==> config.mk <==
export PLATFORM = sky130hd
export DESIGN_NAME = decoder_dispatch_2x4_flat
export DESIGN_NICKNAME = d
export VERILOG_FILES = /design/src/rtl/decoder_dispatch_2x4_pkg.sv /design/src/rtl/decoder_dispatch_2x4_if.sv /design/src/rtl/decoder_dispatch_2x4_onehot_decode.sv /design/src/rtl/decoder_dispatch_2x4.sv /design/src/flat_wrapper.sv
export SDC_FILE = /design/constraint.sdc
export NUM_CORES = 1
export LEC_CHECK = 0
export CORE_MARGIN = 2
export CORE_UTILIZATION = 50
export CTS_BUF_LIST = sky130_fd_sc_hd__clkbuf_4 sky130_fd_sc_hd__clkbuf_8 sky130_fd_sc_hd__clkbuf_16
export DETAILED_ROUTE_END_ITERATION = 12
export PLACE_DENSITY_LB_ADDON = 0.3
export RECOVER_POWER = 50
export REMOVE_ABC_BUFFERS = 1
export SETUP_SLACK_MARGIN = 0.1
export SLEW_MARGIN = 0
export SYNTH_ARGS = -nofsm -noshare
export SYNTH_HDL_FRONTEND = slang
export SYNTH_SLANG_ARGS = --single-unit
==> constraint.sdc <==
create_clock -name clk -period 2.5 [get_ports clk]
set_clock_uncertainty 0.2 [all_clocks]
set_input_delay 0.75 -clock clk [delete_from_list [all_inputs] [get_ports clk]]
set_output_delay 0.75 -clock clk [all_outputs]
set_load 0.02 [all_outputs]
==> src/rtl/decoder_dispatch_2x4_pkg.sv <==
// decoder_dispatch_2x4_pkg: shared state encoding and default parameters
package decoder_dispatch_2x4_pkg;
   typedef enum logic [1:0] {IDLE, GRANT, RELEASE} state_e;
   localparam int N_DEF = 4;
   localparam int W_DEF = 2;
   localparam int TIMEOUT_DEF = 15;
   localparam int TW_DEF = 8;
endpackage

==> src/rtl/decoder_dispatch_2x4_if.sv <==
// decoder_dispatch_2x4_if: request/grant/ack bundle between requester, dispatcher and targets
interface decoder_dispatch_2x4_if
   import decoder_dispatch_2x4_pkg::*;
#(parameter int N = N_DEF, parameter int W = W_DEF);
   logic         in_valid;
   logic [W-1:0] in_idx;
   logic         in_ready;
   logic [N-1:0] grant;
   logic [N-1:0] ack;
   logic         done;
   logic         err_timeout;
   logic         err_range;
   logic         busy;
   modport slave (input in_valid, in_idx, ack, output in_ready, grant, done, err_timeout, err_range, busy);
   modport master (output in_valid, in_idx, ack, input in_ready, grant, done, err_timeout, err_range, busy);
endinterface

==> src/rtl/decoder_dispatch_2x4_onehot_decode.sv <==
// decoder_dispatch_2x4_onehot_decode: W-to-N one-hot decode; all-zero output flags an out-of-range index
module decoder_dispatch_2x4_onehot_decode #(parameter int N = 4, parameter int W = 2) (
   input  logic [W-1:0] idx_i,
   output logic [N-1:0] onehot_o,
   output logic         in_range_o
);
   always_comb begin
      onehot_o = '0;
      for (int i = 0; i < N; i++) onehot_o[i] = idx_i == W'(i);
   end
   assign in_range_o = |onehot_o;
endmodule

==> src/rtl/decoder_dispatch_2x4.sv <==
// decoder_dispatch_2x4: registered one-hot grant dispatcher with ack/release handshake and timeout
module decoder_dispatch_2x4
   import decoder_dispatch_2x4_pkg::*;
#(
   parameter int N = N_DEF,
   parameter int W = W_DEF,
   parameter int TIMEOUT = TIMEOUT_DEF,
   parameter int TW = TW_DEF
) (
   input logic clk,
   input logic rst_n,
   decoder_dispatch_2x4_if.slave dd
);
   state_e state_q, state_d;
   logic [N-1:0] grant_q, grant_d, dec_onehot;
   logic [W-1:0] sel_q, sel_d;
   logic [TW-1:0] cnt_q, cnt_d;
   logic done_q, done_d, err_timeout_q, err_timeout_d, err_range_q, err_range_d, tmo_q, tmo_d;
   logic in_range, accept, ack_sel, timeout_hit, in_grant;
   decoder_dispatch_2x4_onehot_decode #(.N(N), .W(W)) u_dec (
      .idx_i(dd.in_idx),
      .onehot_o(dec_onehot),
      .in_range_o(in_range)
   );
   always_comb begin
      ack_sel = 1'b0;
      for (int i = 0; i < N; i++) if (sel_q == W'(i)) ack_sel = dd.ack[i];
   end
   assign accept = dd.in_valid && state_q == IDLE;
   assign timeout_hit = cnt_q == TW'(TIMEOUT - 1);
   assign in_grant = state_q == GRANT;
   always_ff @(posedge clk or negedge rst_n) begin
      if (!rst_n) begin
         state_q <= IDLE;
         grant_q <= '0;
         sel_q <= '0;
         cnt_q <= '0;
         done_q <= 1'b0;
         err_timeout_q <= 1'b0;
         err_range_q <= 1'b0;
         tmo_q <= 1'b0;
      end else begin
         state_q <= state_d;
         grant_q <= grant_d;
         sel_q <= sel_d;
         cnt_q <= cnt_d;
         done_q <= done_d;
         err_timeout_q <= err_timeout_d;
         err_range_q <= err_range_d;
         tmo_q <= tmo_d;
      end
   end
   // ack beats timeout when both land on the same cycle
   always_comb begin
      state_d = state_q == IDLE  ? ((accept && in_range) ? GRANT : IDLE) :
                in_grant         ? ((ack_sel || timeout_hit) ? RELEASE : GRANT) :
                ack_sel          ? RELEASE : IDLE;
   end
   always_comb begin
      grant_d = state_q == IDLE ? (accept ? dec_onehot : '0) :
                (in_grant && !ack_sel && !timeout_hit) ? grant_q : '0;
      cnt_d = in_grant ? (timeout_hit ? cnt_q : cnt_q + TW'(1)) : '0;
      sel_d = accept ? dd.in_idx : sel_q;
      err_range_d = accept && !in_range;
      err_timeout_d = in_grant && !ack_sel && timeout_hit;
      tmo_d = in_grant ? (!ack_sel && timeout_hit) : tmo_q;
      done_d = state_q == RELEASE && !ack_sel && !tmo_q;
   end
   always_comb begin
      dd.in_ready = state_q == IDLE;
      dd.busy = state_q != IDLE;
      dd.grant = grant_q;
      dd.done = done_q;
      dd.err_timeout = err_timeout_q;
      dd.err_range = err_range_q;
   end
endmodule

==> src/flat_wrapper.sv <==
// flat-port wrapper written by rule: the top's interface ports become plain ports
module decoder_dispatch_2x4_flat import decoder_dispatch_2x4_pkg::*;
#(
   parameter int N = N_DEF,
   parameter int W = W_DEF,
   parameter int TIMEOUT = TIMEOUT_DEF,
   parameter int TW = TW_DEF
)
  (clk, rst_n, dd_in_valid, dd_in_idx, dd_ack, dd_in_ready, dd_grant, dd_done, dd_err_timeout, dd_err_range, dd_busy);
  decoder_dispatch_2x4_if #(.N(N), .W(W)) dd_i ();
  input logic clk;
  input logic rst_n;
  input wire logic [$bits(dd_i.in_valid)-1:0] dd_in_valid;
  input wire logic [$bits(dd_i.in_idx)-1:0] dd_in_idx;
  input wire logic [$bits(dd_i.ack)-1:0] dd_ack;
  output wire logic [$bits(dd_i.in_ready)-1:0] dd_in_ready;
  output wire logic [$bits(dd_i.grant)-1:0] dd_grant;
  output wire logic [$bits(dd_i.done)-1:0] dd_done;
  output wire logic [$bits(dd_i.err_timeout)-1:0] dd_err_timeout;
  output wire logic [$bits(dd_i.err_range)-1:0] dd_err_range;
  output wire logic [$bits(dd_i.busy)-1:0] dd_busy;
  assign dd_i.in_valid = dd_in_valid;
  assign dd_i.in_idx = dd_in_idx;
  assign dd_i.ack = dd_ack;
  assign dd_in_ready = dd_i.in_ready;
  assign dd_grant = dd_i.grant;
  assign dd_done = dd_i.done;
  assign dd_err_timeout = dd_i.err_timeout;
  assign dd_err_range = dd_i.err_range;
  assign dd_busy = dd_i.busy;
  decoder_dispatch_2x4 #(.N(N), .W(W), .TIMEOUT(TIMEOUT), .TW(TW)) u_core (.clk(clk), .rst_n(rst_n), .dd(dd_i));
endmodule
Word level (Yosys, flattened, before mapping)
Index checks and enable logic that the tools add are counted.

word-level totals
  register bits after elaboration = 20
  latch bits = 0
  RAM bits = 0
  memory bits (read-only) = 0
  input bits = 9
  output and inout port bits = 9
  word-level logic and storage cells = 53
  memories kept = 0

operators by class
  add/subtract/negate cells = 1
  multipliers = 0
  div/mod/pow operators = 0
  $lt $le $gt $ge = 0
  equal/unequal tests = 11
  shift-type cells = 0
  mux-type cells = 14
  bitwise gates (word level) = 0
  reductions and logical operators = 19

operators with widths
  cell                 number
  $mux 8               2
  $mux 4               3
  $eq 2x2->1 const B   5
  $logic_and 1x1->1    9
  $add 8x1->8 const B  1
  $eq 8x4->1 const B   1
  $mux 2               4
  $eq 2x1->1 const B   3
  $logic_not 2->1      3
  $mux 1               5
  $logic_not 1->1      4
  $ne 2x2->1 const B   2
  $reduce_or 4->1      1
  $reduce_bool 2->1    1
  $logic_or 1x1->1     1

Depth between registers and ports, before layout
  depth after elaboration = 10
  gate-level depth with buffers = 5
  gate-level depth less buffers = 5

By module
From an unflattened synthesis, not the netlist that was laid out.

unflattened totals
  cells, all modules = 85
  area total of the unflattened synthesis = 953.4 µm²

modules (own cells, without submodules)
  module                              times used  cells an instance  area an instance (µm²)  sequential area each (µm²)
  decoder_dispatch_2x4                1           79                 915.9                   500.5
  decoder_dispatch_2x4_onehot_decode  1           6                  37.5                    0.0

Worst setup path before layout
No wires, ideal clock.

  kind = register to output
  start = register u_core.state_q[0]
  end = output dd_busy
  arrival time = 1.079 ns
  data required time = 1.550 ns
  slack = 0.471 ns
  stages on the path, launching flop included = 3
  path buffers = 0
  cells stage by stage = dfrtp_1 nor2_1 inv_1

on the way
  word-level cells in the longest chain between the ends = 1

ends and longest elaborated chain
  item                      line                        source
  start: declaration        decoder_dispatch_2x4.sv:14  state_e state_q, state_d;
  start signal: assignment  decoder_dispatch_2x4.sv:43  state_q <= state_d;
  $reduce_bool 2->1         decoder_dispatch_2x4.sv:71  dd.busy = state_q != IDLE;
  end: declaration          flat_wrapper.sv:21          output wire logic [$bits(dd_i.busy)-1:0] dd_busy;

Every way passes these cells.

Worst setup path in the final report
Same ends and word-level chain as after synthesis.

==> flow_summary.toml <==
[flow_run]
maxCapViolCount = 0

[power_and_ir_drop]
power.net_switching_mw = 0.374
power.internal_mw = 0.659
p_comb_share_pct = 39.7
p_clk_share_pct = 18.0
worst_ir_drop_vdd_mv = 0.563
power.share.switching_pct = 36.2
pwr_density_cell_nw_per_um2 = 837
total_leakage_power_nw = 0.502
seqPwrFrac_pct = 42.2

[route]
routed_wire_length_per_instance_um = 13.3
wl_um = 1820
ant_nets = 0
detailroute.wirelength.met3_um = 62
drc = 0
total_number_of_vias = 771
drt_pass1_iterations = 4
wire_length_on_met2_um = 873
post_drt_via_cell_ratio = 5.63
top_layer = "met4"
metal1_wirelength_um = 875
drt-initial-drc-count = 15

[outcome]
outcome = "finished, final reports clean"

[timing]
timing.final.max_slew_violations = 0
finalHoldViolCount = 0
timing.final.setup_violations = 0
max_clock_freq_mhz = 443
fin_setup_tns_ns = 0
period_minus_slack_ns = 2.26
rsz0062_at_grt = "no"
tightest_slew_ns = 1.08
slew-limit-headroom_pct = 28.3
layout_worst_path_cycle_share_pct = 90.3

[global_routing]
grt_pass1_wl_um = 3010
grt_antenna_before_repair = 0
globalRouteTotalUtil_pct = 16.3
via_count_of_the_first_global_routing_pass = 708
largest_net_degree_at_the_start_of_global_routing = 21
grt_overflow_total = 0

[floorplanning]
placementRows = 16
start_util_pct = 51.7
core_area_um2 = 1900
die-height_um = 48.4
die_x_um = 48.4
floorplan.io_pins = 18
floorplan.die_area_um2 = 2340

[logic_synthesis]
number_of_distinct_standard_cells_referenced_by_the_synthesized_netlist = 36
share_of_yosys_cell_area_claimed_by_the_top_area_cell_type_pct = 50.9
post_synth_instance_area_um2 = 983
synth_cells = 88
ys_seq_elements = 20
synth_largest_area_cell = "sky130_fd_sc_hd__dfrtp_1"
avgSynthCellArea_um2 = 11.2
netlist_top_cells_area = "sky130_fd_sc_hd__dfrtp_1 (51%), sky130_fd_sc_hd__nand2_1 (3.8%), sky130_fd_sc_hd__a21oi_1 (3.1%)"
part_of_the_yosys_area_used_for_sequential_elements_pct = 50.9
synth.yosys.warnings = 0

[placement]
gp_congestion = 0.806
detailedPlacementHpwl_um = 1350
dpl.cell_count = 133
portBuffers = 17
postPlaceCellArea_um2 = 1200

[layout]
drive_above_1_share_pct = 13.6
finish.net_count = 122
antennaDiodeCount = 0
area_delta_synth_final_pct = 25.6
commonest_cells_after_routing_fill_and_taps_aside = "sky130_fd_sc_hd__dfrtp_1 (20), sky130_fd_sc_hd__clkdlybuf4s50_1 (13), sky130_fd_sc_hd__nand2_1 (10)"
postLayoutCoreUtil_pct = 64.9
final_area_um2 = 1230
final-instance-count-excl-fill = 137
most_common_library_cell_in_the_layout_ignoring_fill_and_taps = "sky130_fd_sc_hd__dfrtp_1"

[min_path]
min_delay_path_class = "register to register"

[clocking]
clk_root_buffer_cell = "sky130_fd_sc_hd__clkbuf_4"
clock_tree.buffer_depth = 2
tritoncts_clock_tree = "yes"
clkTransAtPathRegs_ns = 0.11
cts_buffers = 3
worst_skew_pair.late_latency_ns = 0.30
clock_sink_count = 20
htree_num_levels = 1
cts_setup_buffers = 0

[worst_setup_path]
timing.critical_path.slowest_stage_cell = "sky130_fd_sc_hd__dfrtp_1"
startpoint_type = "register"
crit_arrival_ns = 1.31
cpPeakStageDelay_ns = 0.45
cells_traversed_along_the_worst_timing_path = "nor2_2 -> inv_1 -> dlygate4sd2_1"
critPathMaxFanout = 5
end_kind = "primary output"
crit_required_ns = 1.55
path_class = "register to primary output"
-- worst max-delay path, delay by kind of cell (launching register included) --
kind	cells	cell delay [ns]
buffers and inverters	2	0.37
flip-flops	1	0.45
AND/OR/NAND/NOR	1	0.19
-- cell type report --
class                      count  area (um^2)
tap                           27         33.8
fill                         161          667
inverter                       3         11.3
multi-input combinational     63          467
timing repair buffer          20          186
clock buffer                   4         36.3
sequential                    20          500
-- synth_stat cells --
library cell	count
sky130_fd_sc_hd__a211oi_4	1
sky130_fd_sc_hd__a21boi_1	2
sky130_fd_sc_hd__a21o_1	1
sky130_fd_sc_hd__a21oi_1	6
sky130_fd_sc_hd__a22o_1	1
sky130_fd_sc_hd__a31oi_1	1
sky130_fd_sc_hd__a32o_1	2
sky130_fd_sc_hd__and3b_1	1
sky130_fd_sc_hd__clkbuf_1	2
sky130_fd_sc_hd__conb_1	1
sky130_fd_sc_hd__dfrtp_1	20
sky130_fd_sc_hd__ha_1	2
sky130_fd_sc_hd__inv_1	3
sky130_fd_sc_hd__mux2_2	2
sky130_fd_sc_hd__mux2i_1	2
sky130_fd_sc_hd__mux4_2	1
sky130_fd_sc_hd__nand2_1	10
sky130_fd_sc_hd__nand2b_1	4
sky130_fd_sc_hd__nand3_1	4
sky130_fd_sc_hd__nand3b_1	1
sky130_fd_sc_hd__nand4b_1	1
sky130_fd_sc_hd__nor2_1	2
sky130_fd_sc_hd__nor2b_1	2
sky130_fd_sc_hd__nor3_1	2
sky130_fd_sc_hd__nor3b_1	2
sky130_fd_sc_hd__nor4_1	1
sky130_fd_sc_hd__nor4b_4	1
sky130_fd_sc_hd__o21ai_0	2
sky130_fd_sc_hd__o2bb2ai_1	1
sky130_fd_sc_hd__o31ai_1	1
sky130_fd_sc_hd__o31ai_2	1
sky130_fd_sc_hd__or3_1	1
sky130_fd_sc_hd__or3_2	1
sky130_fd_sc_hd__or3b_1	1
sky130_fd_sc_hd__or4_1	1
sky130_fd_sc_hd__or4_4	1
-- repair_timing --
| action | CTS | global route |
|---|---|---|
| gates resized for setup | 3 | 0 |
| hold buffers | 0 | 0 |
| endpoints found under the setup margin | 2 | 0 |
-- metal layers --
layer  vias up  track usage, %
met5         -               0
met4         0            5.71
met3         2            3.40
met2        21            26.4
met1       383            21.8
li1        365               -
-- state kept, by name, indices dropped and copies added (netlist names) --
signal	cells
u_core.cnt_q	8
u_core.dd.done	1
u_core.dd.err_range	1
u_core.dd.err_timeout	1
u_core.dd.grant	4
u_core.sel_q	2
u_core.state_q	2
u_core.tmo_q	1
-- final timing paths --
check                                       startpoint                       endpoint  slack, ns  depth (start not counted)
setup / recovery           u_core.state_q[0]$_DFF_PN0_                        dd_busy       0.24                          3
hold / removal                u_core.tmo_q$_DFFE_PN0N_       u_core.dd.done$_DFF_PN0_       0.25                          1
setup reg to reg           u_core.cnt_q[0]$_DFFE_PN0P_       u_core.tmo_q$_DFFE_PN0N_       0.52                          5
hold reg to reg               u_core.tmo_q$_DFFE_PN0N_       u_core.dd.done$_DFF_PN0_       0.25                          1
max in group asynchronous                        rst_n    u_core.sel_q[1]$_DFFE_PN0P_       0.51                          2
min in group asynchronous                        rst_n  u_core.dd.err_range$_DFF_PN0_       0.95                          2
-- kinds of logic after synthesis --
logic type,share of synthesized area [%]
and+or+nand+nor,22.8
DFF,50.9
AOI/OAI and AO/OA,14.9
buffers and inverters,1.91
muxes,6.62
adders and majority gates,2.54
other,0.381
-- through the flow --
step	hold WS (ns)	worst slack, ns	total power [mW]
3_3_place_gp	0.236	0.121	0.851
2_1_floorplan	0.209	0.471	0.694
6_report	0.251	0.242	1.03
3_5_place_dp	0.239	0.0741	0.863
5_1_grt	0.270	0.174	1.09
4_1_cts	0.256	0.228	1.04
-- power groups by stage --
| stage | clock network [mW] | registers (mW) | logic [mW] |
|---|---|---|---|
| 2_1_floorplan | 0 | 0.446 | 0.248 |
| 3_3_place_gp | 0 | 0.437 | 0.415 |
| 3_5_place_dp | 0 | 0.438 | 0.425 |
| 4_1_cts | 0.192 | 0.436 | 0.414 |
| 5_1_grt | 0.203 | 0.448 | 0.444 |
| 6_report | 0.186 | 0.437 | 0.411 |
(Power assumes the default switching activity.)
